<file path="config.mk">
export PLATFORM = sky130hd
export DESIGN_NAME = clk_div_scheduler_flat
export DESIGN_NICKNAME = d
export VERILOG_FILES = /design/src/rtl/clk_div_sched_pkg.sv /design/src/rtl/clk_div_sched_if.sv /design/src/rtl/clk_div_sched_chan.sv /design/src/rtl/clk_div_scheduler.sv /design/src/flat_wrapper.sv
export SDC_FILE = /design/constraint.sdc
export NUM_CORES = 1
export LEC_CHECK = 0
export ABC_AREA = 1
export CAP_MARGIN = 20
export CELL_PAD_IN_SITES_DETAIL_PLACEMENT = 2
export CELL_PAD_IN_SITES_GLOBAL_PLACEMENT = 2
export CORE_UTILIZATION = 35
export CTS_BUF_LIST = sky130_fd_sc_hd__clkbuf_8
export CTS_CLUSTER_SIZE = 24
export DETAILED_ROUTE_END_ITERATION = 6
export PLACE_DENSITY = 0.9
export SLEW_MARGIN = 40
export SYNTH_ARGS = -nofsm -noshare
export SYNTH_HDL_FRONTEND = slang
export SYNTH_SLANG_ARGS = --single-unit
export TNS_END_PERCENT = 10
</file>
<file path="constraint.sdc">
create_clock -name clk -period 1.9 [get_ports clk]
set_input_delay 0.475 -clock clk [delete_from_list [all_inputs] [get_ports clk]]
set_output_delay 0.475 -clock clk [all_outputs]
set_load 0.02 [all_outputs]
</file>
<file path="src/rtl/clk_div_sched_pkg.sv">
// Shared types and helpers for the clock-divider scheduler.
// Provides counter/tap widths, the config FSM state type, the latched
// config request payload and the tap-to-mask helper.
package clk_div_sched_pkg;

    localparam int unsigned CNT_W = 16;
    localparam int unsigned TAP_W = 4;
    localparam int unsigned CH_W  = 3;

    localparam logic [CNT_W-1:0] CNT_ONES = '1;

    typedef enum logic [0:0] {
        IDLE = 1'b0,
        PEND = 1'b1
    } cfg_state_e;

    // Config request held while waiting for the target's period boundary
    typedef struct packed {
        logic [CH_W-1:0]  ch;
        logic [TAP_W-1:0] tap;
        logic             en;
    } cfg_req_t;

    // All-ones mask covering counter bits [tap:0]
    function automatic logic [CNT_W-1:0] tap_mask(input logic [TAP_W-1:0] tap);
        return CNT_ONES >> (CNT_W - 1 - 32'(tap));
    endfunction

endpackage

</file>
<file path="src/rtl/clk_div_sched_if.sv">
// Configuration handshake bundle for clk_div_scheduler.
//   cfg_valid/cfg_ready : request handshake
//   cfg_ch/tap/en       : target channel, tap k (ratio 2^(k+1)), enable
//   cfg_err             : one-cycle pulse for an out-of-range channel
// master = requester, slave = scheduler.
interface clk_div_sched_if;
    import clk_div_sched_pkg::*;

    logic             cfg_valid;
    logic             cfg_ready;
    logic [CH_W-1:0]  cfg_ch;
    logic [TAP_W-1:0] cfg_tap;
    logic             cfg_en;
    logic             cfg_err;

    modport master (
        output cfg_valid, cfg_ch, cfg_tap, cfg_en,
        input  cfg_ready, cfg_err
    );

    modport slave (
        input  cfg_valid, cfg_ch, cfg_tap, cfg_en,
        output cfg_ready, cfg_err
    );

endinterface

</file>
<file path="src/rtl/clk_div_sched_chan.sv">
// One consumer channel of the divider scheduler.
// Holds tap/en, detects its period boundary on the shared counter and
// registers the tick pulse and (optionally) the square wave.
// Build option: CLK_DIV_SCHED_SQUARE_EN builds the sq register; otherwise
// sq is tied low.
// Ports:
//   clk, rst_n          : clock, async active-low reset
//   run                 : counter running
//   cnt                 : shared free-running counter
//   load, load_tap/en   : strobe from the top FSM loading a new config
//   load_ok_c           : comb, a load now would not cut a period short
//   tick, sq            : registered outputs
module clk_div_sched_chan
    import clk_div_sched_pkg::*;
#(
    parameter int unsigned DEFAULT_TAP = 15
) (
    input  logic             clk,
    input  logic             rst_n,
    input  logic             run,
    input  logic [CNT_W-1:0] cnt,
    input  logic             load,
    input  logic [TAP_W-1:0] load_tap,
    input  logic             load_en,
    output logic             load_ok_c,
    output logic             tick,
    output logic             sq
);

    logic [TAP_W-1:0] tap_q;
    logic             en_q;
    logic [CNT_W-1:0] mask_c;
    logic             bnd_c;

    assign mask_c = tap_mask(tap_q);
    assign bnd_c  = run && ((cnt & mask_c) == mask_c);

    // Safe to switch ratio at the boundary, or whenever nothing is ticking
    assign load_ok_c = bnd_c || !en_q || !run;

    // Channel configuration
    always_ff @(posedge clk or negedge rst_n) begin
        if (!rst_n) begin
            tap_q <= TAP_W'(DEFAULT_TAP);
            en_q  <= 1'b1;
        end else if (load) begin
            tap_q <= load_tap;
            en_q  <= load_en;
        end
    end

    // Tick pulse, one cycle after the boundary
    always_ff @(posedge clk or negedge rst_n) begin
        if (!rst_n) begin
            tick <= 1'b0;
        end else begin
            tick <= bnd_c && en_q;
        end
    end

`ifdef CLK_DIV_SCHED_SQUARE_EN
    // Square wave follows the tap bit of the counter
    always_ff @(posedge clk or negedge rst_n) begin
        if (!rst_n) begin
            sq <= 1'b0;
        end else begin
            sq <= cnt[tap_q] && en_q;
        end
    end
`else
    assign sq = 1'b0;
`endif

endmodule

</file>
<file path="src/rtl/clk_div_scheduler.sv">
// Synchronous clock-divider scheduler: one shared 16-bit counter serving
// N_CH channels, each with a tick enable and square wave at clk/2^(tap+1).
// Taps are reprogrammed through a valid/ready handshake and only take
// effect at the target channel's period boundary.
// Build option: CLK_DIV_SCHED_SQUARE_EN (see clk_div_sched_chan).
// Ports:
//   clk, rst_n : clock, async active-low reset
//   run        : 1 = counter advances, 0 = counter held at 0
//   cfg        : config handshake (slave side of clk_div_sched_if)
//   tick       : per-channel one-cycle enable pulse
//   sq         : per-channel 50% square wave
module clk_div_scheduler
    import clk_div_sched_pkg::*;
#(
    parameter int unsigned N_CH        = 4,
    parameter int unsigned DEFAULT_TAP = 15
) (
    input  logic            clk,
    input  logic            rst_n,
    input  logic            run,
    clk_div_sched_if.slave  cfg,
    output logic [N_CH-1:0] tick,
    output logic [N_CH-1:0] sq
);

    cfg_state_e       state_q;
    cfg_state_e       state_d;
    logic [CNT_W-1:0] cnt_q;
    cfg_req_t         pend_q;
    logic             bad_ch_c;
    logic             accept_c;
    logic             err_d;
    logic             pend_c;
    logic [N_CH-1:0]  load_ok_c;
    logic [N_CH-1:0]  load_c;

    assign bad_ch_c = (32'(cfg.cfg_ch) >= N_CH);

    // Shared free-running counter
    always_ff @(posedge clk or negedge rst_n) begin
        if (!rst_n) begin
            cnt_q <= '0;
        end else if (run) begin
            cnt_q <= cnt_q + CNT_W'(1);
        end else begin
            cnt_q <= '0;
        end
    end

    // FSM state register
    always_ff @(posedge clk or negedge rst_n) begin
        if (!rst_n) begin
            state_q <= IDLE;
        end else begin
            state_q <= state_d;
        end
    end

    // FSM next state
    always_comb begin
        state_d = state_q;
        case (state_q)
            IDLE:    if (cfg.cfg_valid && !bad_ch_c) state_d = PEND;
            PEND:    if (|load_c) state_d = IDLE;
            default: state_d = IDLE;
        endcase
    end

    // FSM outputs
    always_comb begin
        accept_c = 1'b0;
        err_d    = 1'b0;
        pend_c   = 1'b0;
        case (state_q)
            IDLE: begin
                accept_c = cfg.cfg_valid && !bad_ch_c;
                err_d    = cfg.cfg_valid && bad_ch_c;
            end
            PEND:    pend_c = 1'b1;
            default: ;
        endcase
    end

    // Latched request and registered handshake outputs
    always_ff @(posedge clk or negedge rst_n) begin
        if (!rst_n) begin
            pend_q        <= '0;
            cfg.cfg_ready <= 1'b1;
            cfg.cfg_err   <= 1'b0;
        end else begin
            if (accept_c) begin
                pend_q <= '{ch: cfg.cfg_ch, tap: cfg.cfg_tap, en: cfg.cfg_en};
            end
            cfg.cfg_ready <= (state_d == IDLE);
            cfg.cfg_err   <= err_d;
        end
    end

    // Channels; only the pending target may take the load strobe
    for (genvar i = 0; i < N_CH; i++) begin : g_ch
        assign load_c[i] = pend_c && (pend_q.ch == CH_W'(i)) && load_ok_c[i];

        clk_div_sched_chan #(
            .DEFAULT_TAP (DEFAULT_TAP)
        ) u_chan (
            .clk       (clk),
            .rst_n     (rst_n),
            .run       (run),
            .cnt       (cnt_q),
            .load      (load_c[i]),
            .load_tap  (pend_q.tap),
            .load_en   (pend_q.en),
            .load_ok_c (load_ok_c[i]),
            .tick      (tick[i]),
            .sq        (sq[i])
        );
    end

endmodule
</file>
<file path="src/flat_wrapper.sv">
// flat-port wrapper written by rule: the top's interface ports become plain ports
module clk_div_scheduler_flat import clk_div_sched_pkg::*;
#(
    parameter int unsigned N_CH        = 4,
    parameter int unsigned DEFAULT_TAP = 15
)
  (clk, rst_n, run, tick, sq, cfg_cfg_valid, cfg_cfg_ch, cfg_cfg_tap, cfg_cfg_en, cfg_cfg_ready, cfg_cfg_err);
  clk_div_sched_if cfg_i ();
  input  logic clk;
  input  logic rst_n;
  input  logic run;
  output logic [N_CH-1:0] tick;
  output logic [N_CH-1:0] sq;
  input wire logic [$bits(cfg_i.cfg_valid)-1:0] cfg_cfg_valid;
  input wire logic [$bits(cfg_i.cfg_ch)-1:0] cfg_cfg_ch;
  input wire logic [$bits(cfg_i.cfg_tap)-1:0] cfg_cfg_tap;
  input wire logic [$bits(cfg_i.cfg_en)-1:0] cfg_cfg_en;
  output wire logic [$bits(cfg_i.cfg_ready)-1:0] cfg_cfg_ready;
  output wire logic [$bits(cfg_i.cfg_err)-1:0] cfg_cfg_err;
  assign cfg_i.cfg_valid = cfg_cfg_valid;
  assign cfg_i.cfg_ch = cfg_cfg_ch;
  assign cfg_i.cfg_tap = cfg_cfg_tap;
  assign cfg_i.cfg_en = cfg_cfg_en;
  assign cfg_cfg_ready = cfg_i.cfg_ready;
  assign cfg_cfg_err = cfg_i.cfg_err;
  clk_div_scheduler #(.N_CH(N_CH), .DEFAULT_TAP(DEFAULT_TAP)) u_core (.clk(clk), .rst_n(rst_n), .run(run), .cfg(cfg_i), .tick(tick), .sq(sq));
endmodule
</file>
==> After elaboration in Yosys (flattened, before gate mapping) <==
Cells that the tools add are included.
{ "op_classes": {"n_addsub": 5, "magnitude_cmp": 1, "n_eq_ne": 7, "shifts": 4, "muxes": 7, "bitwise_logic": 6, "n_reduce_logical": 34} }
{ "op_table": {"columns": ["operator", "n"], "rows": [
  [">> shifter 16 x 32 -> 16 bit (first input constant)", 4],
  ["AND 16 bit", 4],
  ["== test 16 bit", 4],
  ["subtractor 4 x 4 -> 5 bit (first input constant)", 4],
  ["logical AND 1 bit", 18],
  ["adder 16 x 1 -> 16 bit (second input constant)", 1],
  ["two-way mux 16 bit", 1],
  ["logical OR 1 bit", 8],
  ["== test 3 x 2 -> 1 bit (second input constant)", 2],
  ["logical NOT 1 bit", 6],
  ["two-way mux 1 bit", 5],
  ["OR reduction 4 bit", 1],
  ["== test 3 x 1 -> 1 bit (second input constant)", 1],
  [">= comparator 3 bit (second input constant)", 1],
  ["logical NOT 3 bit", 1],
  ["NOT 1 bit", 2],
  ["case mux 1 bit (2 select lines)", 1]
]} }
{ "totals": {"reg_bits": 51, "out_inout_bits": 10, "elab_cells": 83} }

==> Logic depth before layout (Yosys ltp) <==
{ "depth": {"word_depth": 12, "mapped_depth": 14, "ltp_nobuf": 14} }

==> Modules after synthesis <==
A second synthesis with hierarchy kept.
{ "unflattened": {"hier_cells": 456, "area_unflattened_um2": 3189.3} }
{ "modules_own_cells": {"columns": ["mod", "n_inst", "cells_each", "area_each_um2", "seq_area_each_um2"], "rows": [
  ["clk_div_sched_chan", 4, 76, 467.9, 156.4],
  ["clk_div_scheduler", 1, 152, 1317.5, 676.9]
]} }

==> Least setup slack after synthesis <==
No wires, ideal clock.
{ "synth_path": {"path_type": "register to register", "from": "register u_core.cnt_q[1]", "to": "register u_core.cnt_q[14]", "setup_ps": 121, "arrival_ps": 1479, "setup_slack_ps": 300, "path_stages_with_launch": 11, "path_buffers": 0, "cell_sequence": "dfrtp_1 > ha_1 > nand2_2 > inv_2 > nand3_4 > nor2_4 > nand2_2 > nor3b_4 > nand3_2 > o21ai_0 > nor2_1"} }
{ "synth_between": {"elab_chain_cells": 2} }
{ "synth_rtl": {"columns": ["item", "line", "text"], "rows": [
  ["from (decl)", "clk_div_scheduler.sv:28", "logic [CNT_W-1:0] cnt_q;"],
  ["from (signal assigned)", "clk_div_scheduler.sv:44", "cnt_q <= cnt_q + CNT_W'(1);"],
  ["adder 16 x 1 -> 16 bit", "clk_div_scheduler.sv:44", null],
  ["two-way mux 16 bit", "clk_div_scheduler.sv:43", "end else if (run) begin"]
]} }
No other way between the ends.
A chain may end at the register's enable or synchronous reset.

==> Worst setup path in the final report <==
{ "layout_path": {"from": "input port run", "to": "register u_core.g_ch[2].u_chan.en_q"} }
{ "layout_between": {"elab_chain_cells": 4, "elab_cells_between_ends": 5} }
{ "layout_rtl": {"columns": ["item", "line", "text"], "rows": [
  ["from (decl)", "flat_wrapper.sv:11", "input logic run;"],
  ["logical AND 1 bit", "clk_div_sched_chan.sv:36", "assign bnd_c = run && ((cnt & mask_c) == mask_c);"],
  ["logical OR 1 bit", "clk_div_sched_chan.sv:39", "assign load_ok_c = bnd_c || !en_q || !run;"],
  ["logical OR 1 bit (*)", "clk_div_sched_chan.sv:39", null],
  ["logical AND 1 bit (*)", "clk_div_scheduler.sv:101", "assign load_c[i] = pend_c && (pend_q.ch == CH_W'(i)) && load_ok_c[i];"],
  ["to (signal assigned)", "clk_div_sched_chan.sv:48", "en_q <= load_en;"],
  ["to (decl)", "clk_div_sched_chan.sv:31", "logic en_q;"]
]} }
Every way passes the cells marked *; elsewhere a longest branch is shown, timed or not.

==> flow_summary.yaml <==
sta:
  hold_viol_final: 0
  max_freq_mhz: 473
  setup_ws_ns: -0.213
  period_needed_ns: 2.11
  finalMaxSlewViolations: 0
  finClkSkew_ns: 0.0132
  timing.final.crit_share: 1.11
  rsz0062_at_grt: "true"
  final-setup-viol-count: 13
setup_path:
  cp-startpoint: "run"
  path_common_cell: "nand2_2"
  cp_max_fo: 10
  cp-start-kind: "input port"
  cp_cell_sequence: "clkdlybuf4s50_1, nand2_2, o21bai_1, nor2_1, nand2_1, nor2_1, nand2_1, nand2_2, nand2_2, buf_6, o21ai_1"
  path_depth: 11
  reg2reg_depth: 11
  path_class: "input port to flip-flop"
  crit_buf_inv: 2
  r2r_slack_ns: -0.19
  crit_slowest_cell: "clkdlybuf4s50_1"
  timing.rr.end: "u_core.g_ch[1].u_chan.tap_q[3]"
  setup.worst_path.end_class: "flip-flop"
  crit_arrival_ns: 2.37
  max_stage_delay_ns: 0.51
  cp.required_ns: 2.15
  cpLargestDelayFamily: "simple AND/OR/NAND/NOR gates"
  r2r-start: "u_core.g_ch[1].u_chan.tap_q[2]"
  cp-endpoint: "u_core.g_ch[2].u_chan.en_q"
floorplanning:
  die_h_um: 92.9
  ios: 22
  die_w_um: 92.9
  rows: 32
  core_area_um2: 7850
  start_util: 0.368
  dieArea_um2: 8630
status:
  violations: "setup timing"
  status: "complete, but fails checks"
grt:
  globalRouteOverflowTotal: 0
  grt_usage: 0.248
  first_global_vias: 3158
  antenna_found_initial: 0
  grt_max_degree: 52
  grt_pass1_wl_um: 16200
detailed_routing:
  drt-total-wl_um: 12200
  ant_nets: 0
  firstDrtPassIters: 4
  wl_per_cell_um: 22.4
  drc: 0
  drt_iter0_markers: 90
  vias_per_cell: 5.43
  vias: 2961
synth:
  ys_async_sr_fraction: 1.00
  syn_area_per_cell_um2: 7.15
  synth-edff-count: 0
  yosysUniqueCellTypes: 31
  synth_top_area_share: 0.260
  seq_area_frac_synth: 0.451
  yosys_register_bits: 51
  ys_top_cells_by_count: "nand2_1 (120), nor2_1 (63), inv_1 (47), dfrtp_1 (30), o21ai_0 (23)"
  postSynthCellCount: 404
  synth_most_common_cell: "nand2_1"
  yosysTopAreaCell: "dfrtp_1"
  yosysWarnings: 0
  syn-cell-area_um2: 2890
  synthFlopType: "dfrtp_1"
  yosys-top-cells-area: "dfrtp_1 (26%), dfstp_2 (19%), nand2_1 (16%)"
final_layout:
  layout-drive-gt1-share: 0.217
  n_antenna_cell: 0
  fin_nets: 455
  final_util: 0.446
  postLayoutCellArea_um2: 3500
  synthToLayoutAreaGrowth_pct: 21.1
  instances_no_fill: 545
min_path:
  hp-class: "input port to asynchronous set/reset pin"
placed_design:
  placed_area_um2: 3230
  place_inst: 526
  gp_congestion: 0.786
  portBuffers: 17
  hpwl_um: 7470
  place_ws_ns: -0.286
power:
  powerDensity_nw_per_um2: 1470
  vdd_drop_max_v: 0.000735
  total_leakage_power_nw: 1.69
clocking:
  cts_tree: "yes"
  cts.root.buffer_cell: "clkbuf_8"
  clk_latency_ns: 0.33
  cts_buffer_depth: 2
  cts_buffers: 5
  cts.clk_slew.worst_paths_ns: 0.12
  cts.sinks: 51
  htreeDepth: 2
job:
  drv_cap: 0
-- cell usage in the layout (no fill, tap or decap), drive strengths merged --
cell	count
nand2	123
nor2	65
inv	49
o21ai	44
dfrtp	30
buf	28
dfstp	21
a21oi	20
clkdlybuf4s50	15
nand3	15
clkbuf	5
nand4	4
conb	4
o22ai	3
nor4	3
clkinv	2
o21bai	2
nor3	2
nor3b	1
o211a	1
xor2	1
mux2	1
ha	1
bufinv	1
clkinvlp	1
dlygate4sd2	1
-- worst register-to-register path: stages, from the launching register on --
cell,delay [ns]
dfstp_2,0.44
buf_4,0.15
nor2_1,0.18
nor2_1,0.07
nor2_1,0.09
nand4_1,0.09
nor2_1,0.17
nand2_1,0.12
nand2_1,0.11
nand2_2,0.08
buf_2,0.17
o21ai_1,0.30
-- stage by stage --
stage	TNS [ns]	total power, mW	hold WS, ns
global route	-3.77	5.40	0.125
global placement	-2.67	3.47	0.460
floorplan	0	3.03	0.179
finish	-1.72	5.13	0.129
detailed placement	-4.92	3.72	0.480
CTS	-0.00883	4.59	0.144
-- registers in the layout, summed over array words and instances, names as in the netlist --
signal,count
u_core.cfg.cfg_err,1
u_core.cfg.cfg_ready,1
u_core.cnt_q,16
u_core.g_ch.u_chan.en_q,4
u_core.g_ch.u_chan.tap_q,16
u_core.g_ch.u_chan.tick,4
u_core.pend_q,8
u_core.state_q,1
-- per-layer routing --
metal	GRT usage	up-vias	wire (um)
met2	0.472	90	6480
met3	0.0353	44	361
met5	0	-	0
li1	-	1337	-
met4	0.0795	0	647
met1	0.281	1490	4730
-- cell families (layout without fill, tap and decap cells) --
group                      after synthesis  count (layout)  synth area share
AOI/OAI and AO/OA                       70              70             0.126
xor gates and xnor gates                 1               1           0.00303
adders and majority gates                1               1           0.00433
buffers and inverters                   66             102            0.0996
DFF                                     51              51             0.451
muxes                                    1               1           0.00390
other                                    1               4           0.00130
and+or+nand+nor                        213             213             0.311
-- how the worst min path moves through the flow --
| stage | start | end | slack [ns] | cells past startpoint |
|---|---|---|---|---|
| after floorplan | rst_n | u_core.cfg.cfg_err | 0.18 | 0 |
| after global placement | u_core.state_q | u_core.cfg.cfg_err | 0.46 | 1 |
| after detailed placement | u_core.g_ch[1].u_chan.en_q | u_core.g_ch[1].u_chan.en_q | 0.48 | 2 |
| after CTS | rst_n | u_core.cnt_q[13] | 0.14 | 2 |
| after global routing | rst_n | u_core.cnt_q[13] | 0.12 | 2 |
| final | rst_n | u_core.g_ch[1].u_chan.tick | 0.13 | 2 |
-- area by class of cell --
class | count | area [um2]
flip-flops and latches | 51 | 1310
clock inverters | 3 | 41.3
fillers | 900 | 4350
repair buffers | 44 | 384
inverters | 50 | 188
clock buffers | 5 | 68.8
multi-input cells | 290 | 1390
well taps | 102 | 128
-- what timing repair did --
item	4_1_cts	5_1_grt
hold buffers	0	0
gates resized for setup	5	29
setup endpoints to repair	5	25
cloned	0	1
pin swaps	0	4
buffers inserted	0	10
-- power by group --
part           switching [mW]  internal, mW
clock network           0.434         0.390
registers               0.441          1.57
logic                    1.51         0.785
No activity file was read; power rests on OpenSTA's default activity.
